<file path="src/rtl/mem_arb_pkg.sv">
// Shared types for the instruction/data memory port arbiter.
// Owner tags, default parameters and the streak counter width helper.
package mem_arb_pkg;

    typedef enum logic [1:0] {
        OWNER_NONE  = 2'd0,
        OWNER_INSTR = 2'd1,
        OWNER_DATA  = 2'd2
    } owner_t;

    typedef struct packed {
        logic        ena;
        logic        read;
        logic [29:0] addr;
        logic [3:0]  wsel;
        logic [31:0] wdata;
    } mem_cmd_t;

    localparam int unsigned DEF_RD_LATENCY      = 1;
    localparam int unsigned DEF_MAX_DATA_STREAK = 4;

    function automatic int unsigned streak_width(input int unsigned max_streak);
        return (max_streak < 1) ? 1 : $clog2(max_streak + 1);
    endfunction

endpackage

</file>
<file path="src/rtl/resp_tag_pipe.sv">
// Delay line of owner tags matching the memory read latency.
// Asynchronous clear drops every in-flight response.
module resp_tag_pipe
    import mem_arb_pkg::*;
#(
    parameter int unsigned DEPTH = DEF_RD_LATENCY
) (
    input  logic   clk,
    input  logic   rst_n,
    input  owner_t tag,
    output owner_t head
);

    owner_t stage [DEPTH];

    always_ff @(posedge clk or negedge rst_n) begin
        if (!rst_n) begin
            for (int i = 0; i < DEPTH; i++) begin
                stage[i] <= OWNER_NONE;
            end
        end else begin
            stage[0] <= tag;
            for (int i = 1; i < DEPTH; i++) begin
                stage[i] <= stage[i-1];
            end
        end
    end

    assign head = stage[DEPTH-1];

endmodule

</file>
<file path="src/rtl/mem_port_arbiter.sv">
// Shares one single-port memory between instruction fetch and data ports.
// Data has priority; a streak limit guarantees fetch progress.
module mem_port_arbiter
    import mem_arb_pkg::*;
#(
    parameter int unsigned RD_LATENCY      = DEF_RD_LATENCY,
    parameter int unsigned MAX_DATA_STREAK = DEF_MAX_DATA_STREAK
) (
    input  logic        clk_i,
    input  logic        rstn_i,
    input  logic        instr_req_i,
    input  logic [31:0] instr_addr_i,
    output logic        instr_gnt_o,
    output logic        instr_rvalid_o,
    output logic [31:0] instr_rdata_o,
    input  logic        data_req_i,
    input  logic        data_we_i,
    input  logic [3:0]  data_be_i,
    input  logic [31:0] data_addr_i,
    input  logic [31:0] data_wdata_i,
    output logic        data_gnt_o,
    output logic        data_rvalid_o,
    output logic [31:0] data_rdata_o,
    output logic        mem_ena_o,
    output logic        mem_read_o,
    output logic [29:0] mem_addr_o,
    output logic [3:0]  mem_wsel_byte_o,
    output logic [31:0] mem_wdata_o,
    input  logic [31:0] mem_rdata_i
);

    localparam int unsigned SW = streak_width(MAX_DATA_STREAK);
    localparam logic [SW-1:0] STREAK_MAX = SW'(MAX_DATA_STREAK);

    logic [SW-1:0] streak;
    logic [SW-1:0] streak_nxt;
    logic          instr_win;
    logic          data_win;
    mem_cmd_t      cmd;
    owner_t        push_tag;
    owner_t        head_tag;
    logic          unused_addr_lsb;

    assign unused_addr_lsb = ^{instr_addr_i[1:0], data_addr_i[1:0]};

    // Grants are masked while reset is held so every output reads 0.
    always_comb begin
        instr_win = 1'b0;
        data_win  = 1'b0;
        if (rstn_i) begin
            if (instr_req_i && data_req_i) begin
                if (streak == STREAK_MAX) begin
                    instr_win = 1'b1;
                end else begin
                    data_win = 1'b1;
                end
            end else if (instr_req_i) begin
                instr_win = 1'b1;
            end else if (data_req_i) begin
                data_win = 1'b1;
            end
        end
    end

    always_comb begin
        streak_nxt = streak;
        if (!instr_req_i || instr_win) begin
            streak_nxt = '0;
        end else if (data_win && (streak != STREAK_MAX)) begin
            streak_nxt = streak + SW'(1);
        end
    end

    always_ff @(posedge clk_i or negedge rstn_i) begin
        if (!rstn_i) begin
            streak <= '0;
        end else begin
            streak <= streak_nxt;
        end
    end

    always_comb begin
        cmd      = '0;
        push_tag = OWNER_NONE;
        unique case (1'b1)
            instr_win: begin
                cmd.ena  = 1'b1;
                cmd.read = 1'b1;
                cmd.addr = instr_addr_i[31:2];
                push_tag = OWNER_INSTR;
            end
            data_win: begin
                cmd.ena   = 1'b1;
                cmd.read  = !data_we_i;
                cmd.addr  = data_addr_i[31:2];
                cmd.wsel  = data_we_i ? data_be_i : 4'b0000;
                cmd.wdata = data_wdata_i;
                push_tag  = data_we_i ? OWNER_NONE : OWNER_DATA;
            end
            default: ;
        endcase
    end

    resp_tag_pipe #(
        .DEPTH (RD_LATENCY)
    ) u_tag_pipe (
        .clk   (clk_i),
        .rst_n (rstn_i),
        .tag   (push_tag),
        .head  (head_tag)
    );

    always_comb begin
        instr_rvalid_o = 1'b0;
        instr_rdata_o  = '0;
        data_rvalid_o  = 1'b0;
        data_rdata_o   = '0;
        unique case (head_tag)
            OWNER_INSTR: begin
                instr_rvalid_o = 1'b1;
                instr_rdata_o  = mem_rdata_i;
            end
            OWNER_DATA: begin
                data_rvalid_o = 1'b1;
                data_rdata_o  = mem_rdata_i;
            end
            default: ;
        endcase
    end

    assign instr_gnt_o     = instr_win;
    assign data_gnt_o      = data_win;
    assign mem_ena_o       = cmd.ena;
    assign mem_read_o      = cmd.read;
    assign mem_addr_o      = cmd.addr;
    assign mem_wsel_byte_o = cmd.wsel;
    assign mem_wdata_o     = cmd.wdata;

endmodule
</file>
<file path="config.mk">
export PLATFORM = sky130hd
export DESIGN_NAME = mem_port_arbiter
export DESIGN_NICKNAME = d
export VERILOG_FILES = /design/src/rtl/mem_arb_pkg.sv /design/src/rtl/resp_tag_pipe.sv /design/src/rtl/mem_port_arbiter.sv
export SDC_FILE = /design/constraint.sdc
export NUM_CORES = 1
export LEC_CHECK = 0
export CORE_AREA = 5 5 103 105
export CTS_CLUSTER_DIAMETER = 80
export CTS_CLUSTER_SIZE = 28
export DETAILED_ROUTE_END_ITERATION = 8
export DIE_AREA = 0 0 108 110
export PLACE_DENSITY = 0.75
export SLEW_MARGIN = 20
export SYNTH_ARGS = -nofsm -noshare
export SYNTH_HDL_FRONTEND = slang
export SYNTH_SLANG_ARGS = --single-unit
</file>
<file path="constraint.sdc">
create_clock -name clk_i -period 3.67 [get_ports clk_i]
set_clock_uncertainty 0.15 [all_clocks]
set_input_delay 0.5505 -clock clk_i [delete_from_list [all_inputs] [get_ports clk_i]]
set_output_delay 0.5505 -clock clk_i [all_outputs]
set_load 0.05 [all_outputs]
</file>
**After elaboration in Yosys (flattened, before gate mapping)**

Cells that the tools add are included.

- Mux-type cells: 20
- Eq/ne operators: 4
- Reductions and logical operators: 6
- $add $sub $neg: 1

Operator list:

| operator | number |
|---|---|
| $mux 32 | 2 |
| $pmux 32 s2 | 1 |
| $mux 36 | 1 |
| $mux 1 | 11 |
| $mux 3 | 2 |
| $mux 4 | 1 |
| $pmux 2 s2 | 1 |
| $add 3x1->3 const B | 1 |
| $eq 3x3->1 const B | 1 |
| $ne 3x3->1 const B | 1 |
| $eq 2x1->1 const B | 1 |
| $eq 2x2->1 const B | 1 |
| $logic_and 1x1->1 | 2 |
| $logic_not 1->1 | 2 |
| $mux 2 | 1 |
| $reduce_bool 2->1 | 1 |
| $logic_or 1x1->1 | 1 |

- Register bits: 5
- Input bits: 137
- Logic and storage cells: 33
- Output and inout bits: 136

**Logic depth before layout (Yosys ltp)**

Gate-level depths: netlist of run 1.

- Word-level depth: 7
- Mapped depth: 7
- Gate-level depth less buffers: 5

**Modules after synthesis**

From an unflattened synthesis of run 1, not the netlist that was laid out.

- Cells, all modules: 180
- Area, all modules: 1,291.2 um^2

Modules (own cells, without submodules):

| module | sequential area each (um^2) | area an instance (um^2) | instances | cells an instance |
|---|---|---|---|---|
| mem_port_arbiter | 75.1 | 1,241.2 | 1 | 178 |
| resp_tag_pipe | 50.0 | 50.0 | 1 | 2 |

**Worst setup path before layout of run 1**

OpenSTA, ideal clock, no wires.

- Path kind: reg2out
- From: register streak[0]
- To: output mem_addr_o[10]
- Arrival time: 1,708 ps
- Setup slack: 1,261 ps
- Data required time: 2,969 ps
- Path buffers: 2
- Cell stages (with the launch flop): 8
- Cell sequence: dfrtp_1 > inv_1 > ha_1 > a21bo_1 > and3_1 > buf_6 > buf_8 > a22o_1

- Word-level cells in the longest chain between the ends: 5
- Elaborated cells between the ends (all ways): 8
- Those cells by class: eq/ne: 1; mux: 7

RTL lines:

| what | line | source |
|---|---|---|
| start: declaration | mem_port_arbiter.sv:35 | `logic [SW-1:0] streak;` |
| start signal: assignment | mem_port_arbiter.sv:78 | `streak <= streak_nxt;` |
| $eq 3x3->1 | mem_port_arbiter.sv:52 | `if (streak == STREAK_MAX) begin` |
| $mux 1 | mem_port_arbiter.sv:52 |  |
| $mux 1 | mem_port_arbiter.sv:51 | `if (instr_req_i && data_req_i) begin` |
| $mux 1 | mem_port_arbiter.sv:50 | `if (rstn_i) begin` |
| net instr_gnt_o | mem_port_arbiter.sv:13 | `output logic instr_gnt_o,` |
| $pmux 32 s2 | mem_port_arbiter.sv:85 | `unique case (1'b1)` |
| end: declaration | mem_port_arbiter.sv:26 | `output logic [29:0] mem_addr_o,` |

The timed path passes the listed nets, and every way through them passes these cells.

**Worst setup path in the final report of run 1**

- From: input rstn_i
- To: output mem_addr_o[20]

- Word-level cells in the longest chain between the ends: 2
- Elaborated cells between the ends (all ways): 3
- Those cells by class: mux: 3

RTL lines:

| what | line | source |
|---|---|---|
| start: declaration | mem_port_arbiter.sv:10 | `input logic rstn_i,` |
| $mux 1 | mem_port_arbiter.sv:50 |  |
| $pmux 32 s2 (*) | mem_port_arbiter.sv:85 |  |

Every way passes the cells marked *; elsewhere a longest branch is shown, timed or not.

==> results of run 1 <==
worst register-to-register path, cell delays in order (launching register included):
cell and delay [ns]:
dfrtp_1 0.37, inv_1 0.07, ha_1 0.27, or3b_2 0.47, a21boi_0 0.19, o21a_1 0.13
layer usage:
layer	wire length, µm	up-vias
met2	4870	133
met4	92	0
met5	0	-
met3	870	8
li1	-	1116
met1	3070	987
power groups by stage:
stage / registers (µW) / clock network (µW) / logic [µW]
after floorplan: 58.6 / 0 / 280
after global placement: 58.8 / 0 / 641
after detailed placement: 58.9 / 0 / 648
after CTS: 58.3 / 107 / 650
after global routing: 58.4 / 109 / 667
final: 58.2 / 103 / 644
cell type report:
| class | count | area, µm² | area share (%) |
|---|---|---|---|
| repair buffers | 272 | 3420 | 70.8 |
| multi-input cells | 152 | 1060 | 22.0 |
| well taps | 133 | 166 | 3.45 |
| flip-flops and latches | 5 | 125 | 2.59 |
| clock buffers | 4 | 45.0 | 0.933 |
| inverters | 3 | 11.3 | 0.233 |
synth_stat cells:
| cell type | instances |
|---|---|
| and2_1 | 98 |
| a22o_1 | 30 |
| clkbuf_1 | 7 |
| and3_1 | 6 |
| dfrtp_1 | 5 |
| buf_6 | 4 |
| buf_2 | 3 |
| inv_1 | 3 |
| o21a_1 | 3 |
| ha_1 | 2 |
| nor2b_1 | 2 |
| a211oi_1 | 1 |
| a21bo_1 | 1 |
| a21boi_0 | 1 |
| a21o_1 | 1 |
| a31oi_4 | 1 |
| buf_4 | 1 |
| buf_8 | 1 |
| clkbuf_2 | 1 |
| nand2_1 | 1 |
| nand2_2 | 1 |
| nor2_1 | 1 |
| nor3b_1 | 1 |
| o22ai_1 | 1 |
| or3b_2 | 1 |
per-stage QoR:
| step | instance area [µm²] | total power, µW | std cells | setup slack, ns | hold WS [ns] |
|---|---|---|---|---|---|
| after global routing | 4830 | 834 | 569 | 0.487 | 0.525 |
| final | 4830 | 805 | 569 | 0.621 | 0.489 |
| after floorplan | 1310 | 339 | 177 | 1.26 | 0.105 |
| after detailed placement | 4780 | 707 | 565 | 0.590 | 0.484 |
| after global placement | 4780 | 699 | 565 | 0.642 | 0.452 |
| after CTS | 4830 | 815 | 569 | 0.590 | 0.492 |
logic make-up after synthesis:
| group | Yosys count | share of synthesized area, % |
|---|---|---|
| buf+inv | 20 | 9.52 |
| fa+ha+maj | 2 | 1.90 |
| flops | 5 | 9.52 |
| simple gates | 111 | 52.8 |
| compound gates | 39 | 26.3 |
worst max path at each step:
| stage | slack [ns] | cells after the start | from | end |
|---|---|---|---|---|
| 2_1_floorplan | 1.26 | 7 | streak[0]$_DFFE_PN0P_ | mem_addr_o[10] |
| 3_3_place_gp | 0.64 | 6 | rstn_i | mem_addr_o[12] |
| 3_5_place_dp | 0.59 | 6 | rstn_i | mem_addr_o[10] |
| 4_1_cts | 0.59 | 6 | rstn_i | mem_addr_o[10] |
| 5_1_grt | 0.49 | 6 | rstn_i | mem_addr_o[18] |
| 6_report | 0.62 | 6 | rstn_i | mem_addr_o[20] |
sequential cells by signal (all words and copies together) (netlist names):
| register | cells |
|---|---|
| streak | 3 |
| u_tag_pipe.head | 2 |
==> flow_metrics.env, run 1 <==
export IMPL_rsz0062_at_grt="false"
export IMPL_critPathSlowestCell="clkdlybuf4s50_1"
export IMPL_final_common_cell="clkdlybuf4s50_1"
export IMPL_start_util_pct=13.8
export IMPL_drtPass1Iterations=4
export IMPL_grt_overflow_total=0
export IMPL_drt_iter0_drc=82
export IMPL_cts_resized=0
export IMPL_io_buffers=268
export IMPL_synth_cells=177
export IMPL_hold_start="streak[0]$_DFFE_PN0P_"
export IMPL_crit_type="in2out"
export IMPL_cts_tree="done"
export IMPL_drt_wl_total_mm=8.91
export IMPL_combPwrFrac_pct=80.0
export IMPL_ctsHoldBuffers=0
export IMPL_switching_share_pct=42.6
export IMPL_use_met2_pct=25.2
export IMPL_grtUsageMet1_pct=13.0
export IMPL_crit_fanout=69
export IMPL_grt_pass1_wl_mm=11.9
export IMPL_tns_ns=0
export IMPL_critPathLaunchType="input pin"
export IMPL_power_density_nw_per_um2=167
export IMPL_critical_path_arrival_ns=2.35
export IMPL_die_area_um2=11900
export IMPL_power_frac_clock_pct=12.7
export IMPL_die_h_um=110
export IMPL_gp_congestion=0.736
export IMPL_grt_pass1_vias=2217
export IMPL_cts_setup_buffers=0
export IMPL_hp_class="reg2reg"
export IMPL_r2r_start="streak[0]$_DFFE_PN0P_"
export IMPL_p_sw_uw=343
export IMPL_grt_start_max_net_pins=70
export IMPL_cp_end_kind="output port"
export IMPL_yosys_cell_types_count=25
export IMPL_reg2reg_depth=5
export IMPL_internal_power_uw=462
export IMPL_yosysTopAreaCell="and2_1"
export IMPL_utilization_pct=50.6
export IMPL_critPathTopFamily="buffers and inverters"
export IMPL_core_um2=9550
export IMPL_detail_route_antenna_nets=0
export IMPL_tightest_slew_ns=0.533
export IMPL_ys_seq_area_share_pct=9.52
export IMPL_cts_buffers=3
export IMPL_ios=273
export IMPL_fmax_ghz=0.328
export IMPL_synth_avg_cell_area_um2=7.42
export IMPL_regToRegSetupSlack_ns=1.96
export IMPL_finalHoldViolations=0
export IMPL_worst_path_most_repeated_cell="buf_12"
export IMPL_synth_area_leaders="and2_1 47%, a22o_1 20%, dfrtp_1 9.5%"
export IMPL_track_usage_pct=12.7
export IMPL_cts_htree_levels=1
export IMPL_vias=2244
export IMPL_final_cell_mix="199 x clkdlybuf4s50_1, 98 x and2_1, 70 x buf_12"
export IMPL_final_max_slew_viol_count=0
export IMPL_syn_to_final_growth_pct=267
export IMPL_wl_per_cell_um=15.7
export IMPL_clock_root_buffer="clkbuf_8"
export IMPL_r2r_end="streak[2]$_DFFE_PN0P_"
export IMPL_clockBufferDepth=2
export IMPL_final_setup_viol_count=0
export IMPL_cp_slowest_stage_delay_ns=0.75
export IMPL_met3_usage_pct=4.02
export IMPL_finalNetCount=576
export IMPL_viasPerCell=3.94
export IMPL_cts_num_sinks=5
export IMPL_power_frac_seq_pct=7.2
export IMPL_cp_cell_sequence="clkdlybuf4s50_1, nand2_2, a31oi_4, buf_12, a22o_1, buf_12"
export IMPL_slew_headroom_pct=64.4
export IMPL_dp_hpwl_mm=7.81
export IMPL_fillers=855
export IMPL_drc=0
export IMPL_fp_row_count=36
export IMPL_netlist_area_leader_share_pct=46.7
export IMPL_insertion_delay_ns=0.22
export IMPL_fin_crit_ns=3.05
export IMPL_p_leak_uw=0.00194
export IMPL_drv_cap=0
export IMPL_syn_nets=316
export IMPL_drive_gt1_share_pct=18.1
export IMPL_status="finished, final reports clean"
export IMPL_busiest_layer="met2"
export IMPL_holdPathStages=2
export IMPL_die_w_um=108
export IMPL_synth_seq_cells=5
export IMPL_synth_warnings=0
export IMPL_diodes=0
export IMPL_ir_worst_vdd_mv=0.224
export IMPL_timing_final_crit_share_pct=83.1
export IMPL_hold_end="streak[0]$_DFFE_PN0P_"
export IMPL_syn_area_um2=1310
export IMPL_required_ns=2.97
export IMPL_path_buf_inv=3
export IMPL_antenna_found_initial=0
export IMPL_clk_pin_slew_ns=0.04
Note: power is estimated with default switching activity, not from simulation.
==> run 2, diff against run 1 <==
--- a/config.mk
+++ b/config.mk
@@ -10,7 +10,7 @@
 export CTS_CLUSTER_SIZE = 28
 export DETAILED_ROUTE_END_ITERATION = 8
 export DIE_AREA = 0 0 108 110
-export PLACE_DENSITY = 0.75
+export PLACE_DENSITY = 0.78
 export SLEW_MARGIN = 20
 export SYNTH_ARGS = -nofsm -noshare
 export SYNTH_HDL_FRONTEND = slang
==> constraint.sdc (replaced) <==
create_clock -name clk_i -period 2.6 [get_ports clk_i]
set_clock_uncertainty 0.15 [all_clocks]
set_input_delay 0.39 -clock clk_i [delete_from_list [all_inputs] [get_ports clk_i]]
set_output_delay 0.39 -clock clk_i [all_outputs]
set_load 0.05 [all_outputs]
==> run 2 against run 1 <==
Against the previous run:
- sequential power up 41%
- power is 51% higher
- die area is the same
- count of clock-buffer cells in the layout is the same
- global-route usage grew 1.6 points
- sequential share of layout area shrank 0.33 points
- via count up 2.4%
- non-clock buffer count is 1 higher
- largest power group unchanged
- highest routed layer unchanged
==> flow_metrics.env, run 2 (synthesized netlist as in run 1, its figures left out) <==
export IMPL_r2r_start="streak[0]$_DFFE_PN0P_"
export IMPL_cts_htree_levels=1
export IMPL_cts_num_sinks=5
export IMPL_grt_start_max_net_pins=70
export IMPL_crit_fanout=32
export IMPL_diodes=0
export IMPL_cts_tree="done"
export IMPL_path_buf_inv=3
export IMPL_wl_per_cell_um=16.6
export IMPL_fp_row_count=36
export IMPL_timing_final_crit_share_pct=97.8
export IMPL_io_buffers=268
export IMPL_critPathTopFamily="buffers and inverters"
export IMPL_drt_iter0_drc=48
export IMPL_fin_ws_ns=0.0576
export IMPL_track_usage_pct=14.2
export IMPL_critical_path_arrival_ns=2.00
export IMPL_power_frac_clock_pct=12.0
export IMPL_ctsHoldBuffers=0
export IMPL_finalHoldViolations=0
export IMPL_switching_share_pct=41.4
export IMPL_start_util_pct=13.8
export IMPL_cts_buffers=3
export IMPL_routedLengthMet1_mm=3.15
export IMPL_combPwrFrac_pct=81.3
export IMPL_final_cell_mix="138 x buf_12, 132 x clkdlybuf4s50_1, 98 x and2_1"
export IMPL_clock_root_buffer="clkbuf_8"
export IMPL_final_setup_viol_count=0
export IMPL_critPathLaunch="data_req_i"
export IMPL_wl_met3_um=893
export IMPL_antenna_found_initial=0
export IMPL_final_cells=570
export IMPL_detail_route_antenna_nets=0
export IMPL_ir_worst_vdd_mv=0.201
export IMPL_fin_crit_ns=2.54
export IMPL_drc=0
export IMPL_critPathLaunchType="input pin"
export IMPL_cp_slowest_stage_delay_ns=0.53
export IMPL_core_um2=9550
export IMPL_crit_type="in2out"
export IMPL_drt_wl_total_mm=9.46
export IMPL_drive_gt1_share_pct=33.9
export IMPL_power_frac_seq_pct=6.8
export IMPL_die_h_um=110
export IMPL_cp_end_kind="output port"
export IMPL_required_ns=2.06
export IMPL_finalNetCount=577
export IMPL_fmax_ghz=0.393
export IMPL_grt_pass1_vias=2433
export IMPL_drv_cap=0
export IMPL_largest_register="streak"
export IMPL_largest_reg_flops=3
export IMPL_status="finished, final reports clean"
export IMPL_die_w_um=108
export IMPL_grt_pass1_wl_mm=13.2
export IMPL_pre_cts_ws_ns=0.0786
export IMPL_critPathSlowestCell="clkdlybuf4s50_1"
export IMPL_cp_cell_sequence="clkdlybuf4s50_1, a21bo_1, and3_1, buf_12, a22o_1, buf_12"
export IMPL_top_layer_used="met4"
export IMPL_power_density_nw_per_um2=220
export IMPL_insertion_delay_ns=0.22
export IMPL_slew_headroom_pct=80.8
export IMPL_fillers=772
export IMPL_ios=273
export IMPL_die_area_um2=11900
export IMPL_clk_pin_slew_ns=0.03
export IMPL_hp_class="in2async"
export IMPL_viasPerCell=4.03
export IMPL_grt_overflow_total=0
export IMPL_clockBufferDepth=2
export IMPL_p_sw_uw=503
export IMPL_tightest_slew_ns=0.287
export IMPL_worst_path_most_repeated_cell="buf_12"
export IMPL_vias=2298
export IMPL_final_max_slew_viol_count=0
export IMPL_drtPass1Iterations=4
export IMPL_met2_length_mm=5.23
export IMPL_p_leak_uw=0.00228
export IMPL_gp_congestion=0.792
export IMPL_dp_cells=566
export IMPL_syn_to_final_growth_pct=320
export IMPL_internal_power_uw=713
export IMPL_dp_hpwl_mm=8.35
export IMPL_final_common_cell="buf_12"
-- run 2: layout make-up --
class / instances / area (µm²) / share of cell area, %
clock buffer: 4 / 45.0 / 0.816
inverter: 3 / 11.3 / 0.204
multi-input combinational: 152 / 1070 / 19.3
sequential: 5 / 125 / 2.27
tap: 133 / 166 / 3.01
timing repair buffer: 273 / 4110 / 74.4
-- run 2: final timing paths --
path,endpoint,slack [ns],cells after the start
min in group clk_i,streak[0]$_DFFE_PN0P_,0.48,2
max reg2reg,streak[2]$_DFFE_PN0P_,0.96,5
min,u_tag_pipe.head[1]$_DFF_PN0_,0.40,2
max,mem_addr_o[4],0.06,6
min reg2reg,streak[0]$_DFFE_PN0P_,0.48,2
max in group asynchronous,streak[1]$_DFFE_PN0P_,1.77,2
-- run 2: per-stage QoR --
stage | total power [µW] | util, % | area [µm²] | TNS [ns] | hold slack [ns]
global route | 1260 | 57.8 | 5520 | -0.000172 | 0.432
finish | 1220 | 57.8 | 5520 | 0 | 0.402
CTS | 1230 | 57.8 | 5520 | 0 | 0.395
detailed placement | 1080 | 57.3 | 5470 | 0 | 0.483
global placement | 1060 | 57.3 | 5470 | 0 | 0.453
floorplan | 478 | - | 1310 | 0 | -0.0556
-- run 2: metal layers --
layer  vias up  track usage, %
li1       1116               -
met1      1017            14.2
met2       148            28.5
met3        17            4.02
met4         0            3.97
met5         -               0
-- run 2: power by group through the flow --
stage / Clock, µW / Combinational [µW] / Sequential (µW)
2_1_floorplan: 0 / 395 / 82.8
3_3_place_gp: 0 / 980 / 83.0
3_5_place_dp: 0 / 993 / 83.2
4_1_cts: 149 / 996 / 82.2
5_1_grt: 156 / 1020 / 82.4
6_report: 146 / 988 / 82.2
-- run 2: repair_timing --
item	4_1_cts	5_1_grt
buffers inserted	0	0
gates resized for setup	0	1
endpoints found under the setup margin	0	8
==> run 3, diff against run 2 <==
--- a/config.mk
+++ b/config.mk
@@ -11,7 +11,9 @@
 export DETAILED_ROUTE_END_ITERATION = 8
 export DIE_AREA = 0 0 108 110
 export PLACE_DENSITY = 0.78
+export REMOVE_ABC_BUFFERS = 1
 export SLEW_MARGIN = 20
 export SYNTH_ARGS = -nofsm -noshare
 export SYNTH_HDL_FRONTEND = slang
 export SYNTH_SLANG_ARGS = --single-unit
+export TNS_END_PERCENT = 30
==> run 3 against run 2 <==
Against the previous run:
- sequential share of layout area did not move
- clock power fell by 4%
- critical endpoint is now mem_addr_o[25]
- via count barely moved
- highest routed layer is now met5
- largest cell class unchanged
- setup slack improved by 0.0099 ns
- first-iteration DRC count fell by 46%
==> flow_metrics.env, run 3 (synthesized netlist as in run 1, its figures left out) <==
export IMPL_drive_gt1_share_pct=33.9
export IMPL_grt_overflow_total=0
export IMPL_drc=0
export IMPL_start_util_pct=13.8
export IMPL_drtPass1Iterations=4
export IMPL_p_leak_uw=0.00228
export IMPL_die_area_um2=11900
export IMPL_cts_tree="done"
export IMPL_final_common_cell="buf_12"
export IMPL_placed_cell_area_um2=5470
export IMPL_crit_fanout=32
export IMPL_core_um2=9550
export IMPL_insertion_delay_ns=0.22
export IMPL_fin_crit_ns=2.53
export IMPL_antenna_found_initial=1
export IMPL_finalNetCount=577
export IMPL_clockBufferDepth=2
export IMPL_clock_root_buffer="clkbuf_8"
export IMPL_timing_hold_ws_ns=0.361
export IMPL_regArea_um2=125
export IMPL_tightest_slew_ns=0.278
export IMPL_cts_htree_levels=1
export IMPL_cts_num_sinks=5
export IMPL_cp_slowest_stage_delay_ns=0.53
export IMPL_cp_cell_sequence="clkdlybuf4s50_1, a21bo_1, and3_1, buf_12, a22o_1, buf_12"
export IMPL_critPathSlowestCell="clkdlybuf4s50_1"
export IMPL_grt_pass1_vias=2448
export IMPL_wl_per_cell_um=17.8
export IMPL_ios=273
export IMPL_dp_cells=566
export IMPL_cp_end_kind="output port"
export IMPL_final_cell_mix="138 x buf_12, 132 x clkdlybuf4s50_1, 98 x and2_1"
export IMPL_multi_input_area_um2=1070
export IMPL_die_w_um=108
export IMPL_power_uw=1220
export IMPL_critPathLaunchType="input pin"
export IMPL_grt_start_max_net_pins=70
export IMPL_syn_to_final_growth_pct=320
export IMPL_diodes=0
export IMPL_vias=2297
export IMPL_final_cells=570
export IMPL_drt_iter0_drc=26
export IMPL_fmax_ghz=0.395
export IMPL_largest_register="streak"
export IMPL_tns_ns=0
export IMPL_status="finished, final reports clean"
export IMPL_fin_area_um2=5520
export IMPL_crit_type="in2out"
export IMPL_gp_congestion=0.802
export IMPL_detail_route_antenna_nets=0
export IMPL_viasPerCell=4.03
export IMPL_worst_path_most_repeated_cell="buf_12"
export IMPL_grt_pass1_wl_mm=13.5
export IMPL_drv_cap=0
export IMPL_track_usage_pct=14.9
export IMPL_slew_headroom_pct=81.4
export IMPL_cts_buffers=3
export IMPL_drt_wl_total_mm=10.1
export IMPL_dp_hpwl_mm=9.48
export IMPL_power_density_nw_per_um2=221
export IMPL_final_setup_viol_count=0
export IMPL_timing_final_crit_share_pct=97.4
export IMPL_io_buffers=268
export IMPL_largest_reg_flops=3
export IMPL_clk_pin_slew_ns=0.03
export IMPL_hp_class="in2async"
export IMPL_final_max_slew_viol_count=0
export IMPL_required_ns=2.06
export IMPL_die_h_um=110
export IMPL_fp_row_count=36
export IMPL_ir_worst_vdd_mv=0.125
export IMPL_critical_path_arrival_ns=1.99
export IMPL_fillers=769
export IMPL_ctsHoldBuffers=0
export IMPL_finalHoldViolations=0
run 3: cell counts in the layout (fill, tap and decap cells not counted):
Identical to the previous run, type by type.
run 3: worst paths after layout:
path | from | cells past startpoint | end | slack (ns)
hold / removal | rstn_i | 2 | u_tag_pipe.head[1]$_DFF_PN0_ | 0.36
max in group asynchronous | rstn_i | 2 | streak[0]$_DFFE_PN0P_ | 1.81
setup / recovery | data_req_i | 6 | mem_addr_o[25] | 0.07
setup reg to reg | streak[0]$_DFFE_PN0P_ | 5 | streak[2]$_DFFE_PN0P_ | 0.90
min in group clk_i | streak[0]$_DFFE_PN0P_ | 2 | streak[0]$_DFFE_PN0P_ | 0.50
hold reg to reg | streak[0]$_DFFE_PN0P_ | 2 | streak[0]$_DFFE_PN0P_ | 0.50
run 3: final cells by class:
| cell class | count | area share [%] |
|---|---|---|
| inverter | 3 | 0.204 |
| multi-input combinational | 152 | 19.3 |
| clock buffer | 4 | 0.816 |
| timing repair buffer | 273 | 74.4 |
| sequential | 5 | 2.27 |
| tap | 133 | 3.01 |
run 3: power by group:
group          leakage, µW  switching, µW  total (µW)  internal, µW
Sequential       0.0000682           1.50        82.2          80.7
Combinational      0.00218            470         997           527
Clock            0.0000228           34.6         140           105
run 3: worst max-delay path: cells and delay by family:
kind                   cells  cell delay, ns
buffers and inverters      3            0.87
AND/OR/NAND/NOR            1            0.22
AO/OA/AOI/OAI              2            0.50
run 3: metrics by stage:
step           util (%)  setup WS (ns)
6_report           57.8         0.0676
5_1_grt            57.8       -0.00755
4_1_cts            57.8         0.0739
3_5_place_dp       57.3         0.0841
3_3_place_gp       57.3          0.132
2_1_floorplan         -         -0.301
run 3: metal layers:
layer | up-vias | part of all wire, % | global-route usage, %
li1 | 1116 | - | -
met1 | 997 | 35 | 15.5
met2 | 168 | 51 | 27.9
met3 | 14 | 12 | 6.00
met4 | 2 | 2.1 | 3.97
met5 | - | 0.13 | 0
run 3: timing repair:
item / CTS / global route
buffers inserted: 0 / 0
endpoints found under the setup margin: 0 / 16
gates resized for setup: 0 / 1
